### config.mk
export PLATFORM = sky130hd
export DESIGN_NAME = dom_indep_mul_gf2n_pipe
export DESIGN_NICKNAME = d
export VERILOG_FILES = /design/src/rtl/dom_indep_mul_gf2n_pipe.sv
export SDC_FILE = /design/constraint.sdc
export NUM_CORES = 1
export LEC_CHECK = 0
export CAP_MARGIN = 5
export CORE_UTILIZATION = 39
export DETAILED_ROUTE_END_ITERATION = 12
export PLACE_DENSITY = 0.77
export SLEW_MARGIN = 25
export SYNTH_ARGS = -nofsm -noshare
export SYNTH_HDL_FRONTEND = slang
export SYNTH_SLANG_ARGS = --single-unit
### constraint.sdc
create_clock -name ClkxCI -period 0.8 [get_ports ClkxCI]
set_input_delay 0.08 -clock ClkxCI [delete_from_list [all_inputs] [get_ports ClkxCI]]
set_output_delay 0.08 -clock ClkxCI [all_outputs]
set_load 0.01 [all_outputs]
### src/rtl/dom_indep_mul_gf2n_pipe.sv
// DOM-indep masked multiplier over GF(2^N) for any number of shares.
// Stage 1 registers every inner product X_i*Y_i and every masked cross
// product X_i*Y_j ^ Z_k in its own register. Stage 2 XOR-compresses the
// registered terms into output shares, optionally followed by one output register.
// Valid semantics: InValidxSI marks the operands sampled on an enabled edge as an
// item; OutValidxSO marks _QxDO as carrying that item's result. There is no
// backpressure: EnxSI=0 freezes the whole pipeline and drops any inputs offered.

// Field multiplier in polynomial basis, reduced by a fixed irreducible polynomial
// per width (N = 2..8): x^2+x+1, x^3+x+1, x^4+x+1, x^5+x^2+1, x^6+x+1,
// x^7+x+1, x^8+x^4+x^3+x+1.
module gf2_mul #(
   parameter int N = 2
) (
   input  logic [N-1:0] a,
   input  logic [N-1:0] b,
   output logic [N-1:0] q
);
   localparam logic [8:0] POLY_FULL = (N == 2) ? 9'h007 :
                                      (N == 3) ? 9'h00B :
                                      (N == 4) ? 9'h013 :
                                      (N == 5) ? 9'h025 :
                                      (N == 6) ? 9'h043 :
                                      (N == 7) ? 9'h083 : 9'h11B;
   localparam logic [N-1:0] POLY = POLY_FULL[N-1:0];

   logic [N-1:0] acc;
   logic [N-1:0] sh;

   // Shift-and-add multiply; the shifted operand is reduced on every step.
   always_comb begin
      acc = '0;
      sh  = a;
      for (int i = 0; i < N; i++) begin
         if (b[i]) acc = acc ^ sh;
         sh = sh[N-1] ? ((sh << 1) ^ POLY) : (sh << 1);
      end
      q = acc;
   end
endmodule

module dom_indep_mul_gf2n_pipe #(
   parameter int N       = 2,
   parameter int SHARES  = 2,
   parameter int OUT_REG = 0
) (
   input  logic                                ClkxCI,
   input  logic                                RstxBI,
   input  logic                                EnxSI,
   input  logic                                InValidxSI,
   input  logic [N*SHARES-1:0]                 _XxDI,
   input  logic [N*SHARES-1:0]                 _YxDI,
   input  logic [N*SHARES*(SHARES-1)/2-1:0]    _ZxDI,
   output logic [N*SHARES-1:0]                 _QxDO,
   output logic                                OutValidxSO,
   output logic                                BusyxSO
);
   localparam int DEPTH = 1 + OUT_REG;

   // Index of the fresh mask shared by pair (i,j), i<j, enumerated row by row.
   function automatic int pair_idx(input int i, input int j);
      return i*SHARES - (i*(i+1))/2 + (j-i-1);
   endfunction

   logic [N-1:0]          prod   [SHARES][SHARES];
   logic [N-1:0]          term_d [SHARES][SHARES];
   logic [N-1:0]          term_q [SHARES][SHARES];
   logic [N*SHARES-1:0]   q_sum;
   logic [DEPTH-1:0]      vld_q;

   // All share-domain products; cross terms are masked before the register so
   // no two shares of the same operand ever meet in unregistered logic.
   for (genvar gi = 0; gi < SHARES; gi++) begin : g_row
      for (genvar gj = 0; gj < SHARES; gj++) begin : g_col
         gf2_mul #(.N(N)) u_mul (
            .a (_XxDI[gi*N +: N]),
            .b (_YxDI[gj*N +: N]),
            .q (prod[gi][gj])
         );
         if (gi == gj) begin : g_inner
            assign term_d[gi][gj] = prod[gi][gj];
         end else begin : g_cross
            localparam int K = (gi < gj) ? pair_idx(gi, gj) : pair_idx(gj, gi);
            assign term_d[gi][gj] = prod[gi][gj] ^ _ZxDI[K*N +: N];
         end
      end
   end

   // Stage-1 term registers; they load on every enabled cycle, valid or not.
   always_ff @(posedge ClkxCI or negedge RstxBI) begin
      if (!RstxBI) begin
         for (int i = 0; i < SHARES; i++)
            for (int j = 0; j < SHARES; j++)
               term_q[i][j] <= '0;
      end else if (EnxSI) begin
         for (int i = 0; i < SHARES; i++)
            for (int j = 0; j < SHARES; j++)
               term_q[i][j] <= term_d[i][j];
      end
   end

   // Stage-2 compression: each output share XORs only its own registered row.
   always_comb begin
      q_sum = '0;
      for (int i = 0; i < SHARES; i++)
         for (int j = 0; j < SHARES; j++)
            q_sum[i*N +: N] = q_sum[i*N +: N] ^ term_q[i][j];
   end

   if (OUT_REG != 0) begin : g_out_reg
      logic [N*SHARES-1:0] q_q;
      // Optional output register, frozen together with the rest of the pipe.
      always_ff @(posedge ClkxCI or negedge RstxBI) begin
         if (!RstxBI)    q_q <= '0;
         else if (EnxSI) q_q <= q_sum;
      end
      assign _QxDO = q_q;
   end else begin : g_out_comb
      assign _QxDO = q_sum;
   end

   // Valid chain shadows the data pipeline depth.
   always_ff @(posedge ClkxCI or negedge RstxBI) begin
      if (!RstxBI) begin
         vld_q <= '0;
      end else if (EnxSI) begin
         vld_q[0] <= InValidxSI;
         for (int d = 1; d < DEPTH; d++)
            vld_q[d] <= vld_q[d-1];
      end
   end

   assign OutValidxSO = vld_q[DEPTH-1];
   assign BusyxSO     = |vld_q;
endmodule

==> run metrics <==
Setup Crit Path Kind=reg -> out; switching part of the total power=0.300; Tot Pwr=approximately 0.0016 W; CTS Sinks=9; sequential fraction of design power=0.359; Die Y=~42 µm; flops & latches, synth=9; core footprint=roughly 1400 µm²; top cells by area, synth=dfrtp_1, mux2_2, xnor2_1; Setup crit end kind=output pin; P_int=0.00112 W; initial DRC count=8; Synth Area in Simple Gates=0.147; Comb power frac=0.426; minimum clock period=~1.0 ns; CTS Hold Bufs=0; clock group share of total power=0.216; Required @ worst endpoint=a little over 0.7 ns; Post-Layout Inst Area=roughly 1100 µm²; setup violators final=10; synth cell count leaders=dfrtp_1, nand2_1, mux2_2, xnor2_1; DRC Markers=0; H-tree Lvls=1; Net Switching=0.000480 W; post-synthesis compound-gate area fraction=0.0941; Synth Area in XOR/XNOR=0.172; setup ws final=-0.223 ns; Pwr Density=1440 nW/µm²; placed instance area=between 900 and 1000 µm²; gr ovfl total=0; Synth area leader=dfrtp_1; failing checks=negative setup slack; clk buf depth=2; area share of the largest cell type after synthesis=0.368; multiplexer share of the synthesized area=0.194; Fillers=87; RSZ-0062 raised after global routing=true; ant diodes=0; CP Data Arrival Time=around 0.94 ns; flop2flop setup slack=-0.11 ns; final WL=about 1.7 mm; proportion of layout cells with a drive suffix above 1=0.592; Synth warnings=0; GP Congestion=around 0.68; Final Hold Viols=0; number of port buffers=19; global-route wire length before repair=about 2.6 mm; Leakage=0.511 nW; Main synth FF type=dfrtp_1; Total GRT Usage=0.200; Peak VDD IR=about 0.64 mV; Mapped Nets=75; clock skew=0 ns; Slew HR=0.802; CTS Buf Count=3; Finished Layout Cells=118; initial core utilization=0.443; die width=41.6 µm; WL/cell=~14 µm; status=finished, violations left; Initial DRT Pass Iterations=4; Worst-Skew Late Latency=roughly 0.25 ns; Synth Instances=between 60 and 70; final period utilization=1.28; syn_area_per_cell=10.0 µm²; clk root buf=clkbuf_4; pin count of the biggest net entering global routing=10; post-synthesis sequential area ratio=0.368; Setup TNS=-1.24 ns; total number of vias=a little over 600; worst-path fanout max=2; asr flop ratio synth=1.00; post-DP HPWL=roughly 1.1 mm; synth unique cells=22; full die area=between 1500 and 2000 µm²; crit path launch type=flip-flop; Final ANT Viol Nets=0; Layout area overhead=81.4%; initial antenna violation count=0; CTS clk-pin slew, worst paths=0.06 ns; EDFF count, synth=0; largest family of logic cells by synthesized area=multiplexers; NumNets Final=between 100 and 150; actual slew at the worst max-slew pin=0.297 ns; CTS tree=done; I/O pins=20; Syn Std Cell Area=roughly 600 µm²; fmax=approximately 1000 MHz; Pins Over Slew Limit=0; Rows=13; Vias/cell=roughly 5.2; min-delay worst type=in -> async; final core utilization=0.803; Cells after DPL=110; max-cap viol count=0; vias in the first global route=around 630; adder-cell share of the synthesized area=0
==> sequential cells by signal, summed over array words and instances, names as in the netlist <==
register / count
term_q: 8
BusyxSO: 1
==> cells in the final DEF (no fill, tap or decap), types with 2 or more instances in the layout <==
cell | netlist | routed
nand2_1 | 9 | 7
xnor2_1 | 7 | 5
nor2_1 | 5 | 2
dfrtp_1 | 9 | 9
mux2_2 | 7 | 6
buf_6 | 0 | 9
xor2_1 | 5 | 5
buf_2 | 0 | 7
a21oi_1 | 3 | 3
buf_4 | 1 | 16
dlygate4sd2_1 | 0 | 2
clkbuf_4 | 0 | 3
mux2_4 | 2 | 3
xnor2_2 | 0 | 2
buf_8 | 0 | 2
nor2_2 | 0 | 2
clkdlybuf4s50_1 | 0 | 3
==> worst max-delay path, stage by stage (launching register included) <==
cell,delay (ns)
dfrtp_1,0.39
xor2_1,0.16
buf_2,0.14
==> layer usage <==
layer  wire (µm)  track usage  vias up
li1            -            -      294
met1         626        0.223      284
met2         882        0.341       29
met3         113       0.0522        8
met4          37        0.116        0
met5           0            0        -
==> power groups by stage <==
stage	Sequential, W	Clock (W)	Combinational, W
after floorplan	0.000573	0	0.000271
after global placement	0.000578	0	0.000619
after detailed placement	0.000582	0	0.000632
after CTS	0.000574	0.000357	0.000596
after global routing	0.000584	0.000389	0.000735
final	0.000574	0.000345	0.000681
==> layout make-up <==
| class | instances | area, µm² | share of cell area |
|---|---|---|---|
| well taps | 15 | 18.8 | 0.0169 |
| clock buffers | 4 | 26.3 | 0.0237 |
| repair buffers | 40 | 354 | 0.319 |
| flip-flops and latches | 9 | 225 | 0.203 |
| inverters | 1 | 3.75 | 0.00338 |
| multi-input cells | 49 | 482 | 0.434 |
==> path summary, 6_finish.rpt <==
| path | start | to | cells after the start |
|---|---|---|---|
| min reg2reg | BusyxSO | BusyxSO | 1 |
| max | term_q[3] | _QxDO[3] | 2 |
| max in group asynchronous | RstxBI | term_q[5] | 2 |
| max reg2reg | term_q[0] | term_q[0] | 4 |
| min in group ClkxCI | _YxDI[3] | term_q[1] | 4 |
| min | RstxBI | term_q[2] | 2 |
==> logic make-up after synthesis <==
kind of cell	Yosys count
AO/OA/AOI/OAI	8
XOR/XNOR	12
buffers and inverters	3
flip-flops	9
multiplexers	10
AND/OR/NAND/NOR	19
==> repair_timing <==
action | CTS | global route
setup endpoints to repair | 15 | 11
setup buffers | 4 | 1
pin swaps | 10 | 10
endpoints found under the hold margin | 0 | 0
gates resized for setup | 76 | 18
==> through the flow <==
stage / hold slack [ns] / setup WS (ns)
6_report: 0.135 / -0.223
5_1_grt: 0.130 / -0.293
4_1_cts: 0.132 / -0.243
3_5_place_dp: 0.410 / -0.822
3_3_place_gp: 0.414 / -0.789
2_1_floorplan: -0.216 / -0.236
No activity file was read; power rests on OpenSTA's default activity.
==> RTL change 1, RTL diff (same flow settings) <==
Register the inputs `EnxSI`, `InValidxSI`, `_XxDI`, `_YxDI` and `_ZxDI` before use, with the module's reset. The logic sees them one clock later.
--- a/src/rtl/dom_indep_mul_gf2n_pipe.sv
+++ b/src/rtl/dom_indep_mul_gf2n_pipe.sv
@@ -58,4 +58,26 @@
    localparam int DEPTH = 1 + OUT_REG;
 
+   logic EnxSI_q;
+   logic InValidxSI_q;
+   logic [N*SHARES-1:0] _XxDI_q;
+   logic [N*SHARES-1:0] _YxDI_q;
+   logic [N*SHARES*(SHARES-1)/2-1:0] _ZxDI_q;
+
+   always_ff @(posedge ClkxCI or negedge RstxBI) begin
+      if (!RstxBI) begin
+         EnxSI_q      <= '0;
+         InValidxSI_q <= '0;
+         _XxDI_q      <= '0;
+         _YxDI_q      <= '0;
+         _ZxDI_q      <= '0;
+      end else begin
+         EnxSI_q      <= EnxSI;
+         InValidxSI_q <= InValidxSI;
+         _XxDI_q      <= _XxDI;
+         _YxDI_q      <= _YxDI;
+         _ZxDI_q      <= _ZxDI;
+      end
+   end
+
    // Index of the fresh mask shared by pair (i,j), i<j, enumerated row by row.
    function automatic int pair_idx(input int i, input int j);
@@ -74,6 +96,6 @@
       for (genvar gj = 0; gj < SHARES; gj++) begin : g_col
          gf2_mul #(.N(N)) u_mul (
-            .a (_XxDI[gi*N +: N]),
-            .b (_YxDI[gj*N +: N]),
+            .a (_XxDI_q[gi*N +: N]),
+            .b (_YxDI_q[gj*N +: N]),
             .q (prod[gi][gj])
          );
@@ -82,5 +104,5 @@
          end else begin : g_cross
             localparam int K = (gi < gj) ? pair_idx(gi, gj) : pair_idx(gj, gi);
-            assign term_d[gi][gj] = prod[gi][gj] ^ _ZxDI[K*N +: N];
+            assign term_d[gi][gj] = prod[gi][gj] ^ _ZxDI_q[K*N +: N];
          end
       end
@@ -93,5 +115,5 @@
             for (int j = 0; j < SHARES; j++)
                term_q[i][j] <= '0;
-      end else if (EnxSI) begin
+      end else if (EnxSI_q) begin
          for (int i = 0; i < SHARES; i++)
             for (int j = 0; j < SHARES; j++)
@@ -113,5 +135,5 @@
       always_ff @(posedge ClkxCI or negedge RstxBI) begin
          if (!RstxBI)    q_q <= '0;
-         else if (EnxSI) q_q <= q_sum;
+         else if (EnxSI_q) q_q <= q_sum;
       end
       assign _QxDO = q_q;
@@ -124,6 +146,6 @@
       if (!RstxBI) begin
          vld_q <= '0;
-      end else if (EnxSI) begin
-         vld_q[0] <= InValidxSI;
+      end else if (EnxSI_q) begin
+         vld_q[0] <= InValidxSI_q;
          for (int d = 1; d < DEPTH; d++)
             vld_q[d] <= vld_q[d-1];
Function: changed (Yosys sat finds a counterexample within 4 cycles, from zero or initial values and one cycle with RstxBI low).
==> RTL change 1 against the unedited design <==
The run still ends with setup timing left; power is 54% higher; sequential cell count grew 12; synthesized area grew 49%; via count increased by 12%; final area is 33% higher; worst setup slack worse by 0.41 ns; wire length rose by 22%; sequential power is 120% higher; critical path depth increased by 2; maximum frequency is 28% lower; largest power group is now registers.
==> RTL change 1: results (changes against the unedited design) <==
Outcome
  • Outcome: finished, violations left
  • Failing checks: setup timing

Cells and area
  • Nets@finish: 130 (+10%)
  • Share of cells above drive strength 1: 55.7% (-3.6 points)
  • Final instance area: 1470 um^2 (+33%)
  • Filler cell count: 179 (+110%)
  • ANT cells: 0 (unchanged)

Logic synthesis
  • Top post-synthesis cells by count: dfrtp_1 (21), nand2_1 (10), mux2_2 (7), xnor2_1 (7)
  • Post-synth EDFFs: 0 (unchanged)
  • Seq/Total Area, Yosys: 57.6% (+21 points)
  • Synth Area in Compound Gates: 6.17% (-3.2 points)
  • Mapped Nets: 87 (+16%)
  • Async SR Flop Fraction: 100% (unchanged)
  • Mean area per synthesized cell: 12.5 um^2 (+25%)
  • Proportion of synthesized area in mux cells: 11.9% (-7.5 points)
  • Synth area leaders: dfrtp_1 (58%), mux2_2 (8.6%), xnor2_1 (6.7%)
  • Xor and xnor area share after synthesis: 11.5% (-5.7 points)
  • Netlist cell types: 20 (-9.1%)

Global routing
  • Vias in the first global route: 679 (+8.3%)
  • Initial antenna violation count: 0 (unchanged)
  • Global-route wire length before repair: 3.02 mm (+15%)
  • Largest net degree at the start of global routing: 22 (+12)
  • Total global-route track usage: 17.1% (-2.9 points)

Timing
  • Final Setup Violations: 15 (+5)
  • Setup TNS: -5.02 ns (-3.78 ns)
  • Rel. slew slack: 74.8% (-5.4 points)
  • Worst Skew: 0.00461 ns (+0.00461 ns)
  • Post-route setup slack: -0.630 ns (-0.406 ns)

Place
  • Final HPWL DP: 1.21 mm (+15%)
  • Area of placed instances: 1250 um^2 (+31%)
  • Place WS: -0.615 ns (+0.207 ns)
  • GPL Wtd Cong: 0.809 (+19%)

Detailed routing
  • Via count: 691 (+12%)
  • First-pass DRT Iterations: 4 (unchanged)
  • DRT Wirelength: 2.03 mm (+22%)
  • DRT met1 WL: 775 um (+24%)
  • Met3 wire len: 58 um (-49%)
  • Drt wl/cell: 14.2 um (+0.77%)
  • Iteration-0 DRC Markers: 4 (-4)
  • DR WL met2: 1.14 mm (+29%)

Clock tree
  • H-tree Lvls: 1 (unchanged)
  • Clk slew on worst S/H paths: 0.12 ns (+0.06 ns)
  • Worst-Skew Late Latency: 0.31 ns (+0.06 ns)
  • Postcts setup bufs: 7 (+3)
  • CTS Buf Count: 3 (unchanged)
  • Clock buffer depth: 2 (unchanged)
  • Post-CTS Resized: 43 (-43%)

Power
  • Seq power: 1.25 mW (+120%)
  • Comb power frac: 28.1% (-14 points)
  • Max VDD drop: 1.28 mV (+100%)
  • Power per Cell Area: 1670 nW/um^2 (+16%)
  • Internal Power: 1.78 mW (+59%)
  • P_leak: 0.672 nW (+31%)

Worst setup path
  • Slowest cell on crit path: dfrtp_2
  • Worst Path Arrival: 1.64 ns (+0.70 ns)
  • CP max FO: 3 (+1)
  • Slowest cell delay on critical path: 0.44 ns (+0.05 ns)
  • CP top delay family: multiplexers

Min path
  • Worst min path class: in -> async
[RTL change 1: area by class of cell]
class                      count  area [um^2]  area share (%)
multi-input combinational     50          508            34.5
tap                           28         35.0            2.38
timing repair buffer          40          370            25.1
clock buffer                   3         22.5            1.53
sequential                    21          533            36.2
clock inverter                 1         5.00           0.340
[RTL change 1: worst paths after layout]
path | slack (ns) | end | startpoint | depth (start not counted)
setup / recovery | -0.63 | term_q[5] | _XxDI_q[1] | 4
hold / removal | 0.09 | term_q[3] | RstxBI | 2
setup reg to reg | -0.63 | term_q[5] | _XxDI_q[1] | 4
hold reg to reg | 0.50 | BusyxSO | InValidxSI_q | 1
max in group asynchronous | 0.56 | _XxDI_q[1] | RstxBI | 2
min in group ClkxCI | 0.18 | _YxDI_q[1] | _YxDI[1] | 1
[RTL change 1: per-layer routing]
layer  vias to the layer above  GRT usage [%]
li1                        329              -
met1                       339           17.8
met2                        18           30.7
met3                         5           3.64
met4                         0           11.1
met5                         -              0
==> RTL change 2, RTL diff (same flow settings) <==
Made on the original files. `SHARES`: 2 -> 4.
--- a/src/rtl/dom_indep_mul_gf2n_pipe.sv
+++ b/src/rtl/dom_indep_mul_gf2n_pipe.sv
@@ -42,5 +42,5 @@
 module dom_indep_mul_gf2n_pipe #(
    parameter int N       = 2,
-   parameter int SHARES  = 2,
+   parameter int SHARES  = 4,
    parameter int OUT_REG = 0
 ) (
Interface: changed (resized _QxDO, _XxDI, _YxDI and _ZxDI); port bits go from 20 to 42. No check against the original RTL was run, so the function may have changed too.
==> RTL change 2 against the unedited design <==
The run ends with DRC, setup timing left; synthesized area grew to 4.3 times the old value; wire length grew to 4.9 times the old value; register-to-register slack worse by 0.03 ns; sequential cell count is 24 higher; power grew to 4.2 times the old value; non-clock buffer count is 71 higher; final area grew to 3.9 times the old value; worst setup slack worse by 0.29 ns; critical path type unchanged.
==> RTL change 2: results (changes against the unedited design) <==
Outcome
  • Outcome: finished, violations left
  • Failing checks: DRC, setup timing

Timing
  • Worst hold slack: 0.149 ns (+0.0143 ns)
  • Post-route setup slack: -0.518 ns (-0.294 ns)
  • Rel. slew slack: 83.2% (+3.0 points)
  • Final Setup Violations: 31 (+21)

Worst setup path
  • Flop2flop setup slack: -0.14 ns (-0.03 ns)
  • Slowest cell delay on critical path: 0.41 ns (+0.02 ns)

Logic synthesis
  • Synth area leaders: dfrtp_1 (31%), xnor2_1 (18%), mux2_2 (16%)
  • Proportion of synthesized area in mux cells: 17.3% (-2.1 points)
  • Mapped Nets: 284 (+280%)
  • Top post-synthesis cells by count: xnor2_1 (55), mux2_2 (38), nand2_1 (37), dfrtp_1 (33), a221oi_2 (11)
  • Seq/Total Area, Yosys: 31.3% (-5.6 points)
  • Synth Area in Compound Gates: 9.00% (-0.41 points)
  • Xor and xnor area share after synthesis: 21.2% (+4.0 points)

Floorplan
  • Core Area: 6460 um^2 (+370%)

Place
  • GPL Wtd Cong: 0.829 (+22%)
  • Place WS: -0.965 ns (-0.143 ns)

Clock tree
  • H-tree Lvls: 2 (+1)
  • Worst-Skew Late Latency: 0.29 ns (+0.04 ns)

Global routing
  • Grt met3 use: 2.75% (-2.5 points)

Detailed routing
  • DRT Wirelength: 8.14 mm (+390%)
  • DR WL met2: 4.21 mm (+380%)
  • DR DRC count: 4 (+4)

Cells and area
  • Share of cells above drive strength 1: 61.0% (+1.8 points)

Power
  • Power per Cell Area: 1570 nW/um^2 (+9.0%)
  • Sw Pwr: 2.27 mW (+370%)
-- RTL change 2: cell count changes after synthesis, sizes merged, moves of 3 or more --
cell / before / now
xor2: 5 / 9
dfrtp: 9 / 33
nor3b: 1 / 4
and4bb: 0 / 11
a221oi: 1 / 11
clkbuf: 1 / 5
mux2: 9 / 40
nor2b: 1 / 5
nor2: 5 / 8
nand2: 9 / 37
o21ai: 1 / 4
buf: 1 / 17
xnor2: 7 / 55
a31oi: 1 / 4
-- RTL change 2: power groups by stage --
stage | Clock (mW) | Sequential, mW | Combinational, mW
after detailed placement | 0 | 2.20 | 2.78
after floorplan | 0 | 2.15 | 1.70
after global routing | 1.34 | 2.25 | 3.48
after CTS | 1.27 | 2.19 | 2.82
after global placement | 0 | 2.19 | 2.73
final | 1.27 | 2.22 | 3.26
-- RTL change 2: worst max path at each step --
stage                     from         end  cells after the start
floorplan             _YxDI[2]   term_q[5]                      5
global placement      _YxDI[7]   term_q[9]                      6
detailed placement    _XxDI[3]  term_q[19]                      6
CTS                 term_q[11]    _QxDO[5]                      3
global route         term_q[3]    _QxDO[7]                      3
finish               term_q[1]    _QxDO[7]                      3
-- RTL change 2: per-stage QoR --
stage,cell area [um^2],instances,power (mW)
floorplan,2850,252,3.86
global placement,3400,390,4.91
detailed placement,3400,390,4.98
CTS,3860,417,6.27
global route,4290,426,7.07
finish,4290,426,6.75
-- RTL change 2: area by class of cell --
class                   count  area [um^2]
flip-flops and latches     33          826
clock inverters             2         10.0
repair buffers            111         1140
multi-input cells         197         2150
clock buffers               6         72.6
well taps                  77         96.3
fillers                   447         2160
-- RTL change 2: timing repair --
item / CTS / global route
gates cloned: 1 / 0
setup buffers: 19 / 10
gates resized for setup: 196 / 77
setup endpoints to repair: 43 / 41
hold endpoints to repair: 0 / 0
pin swaps: 38 / 51
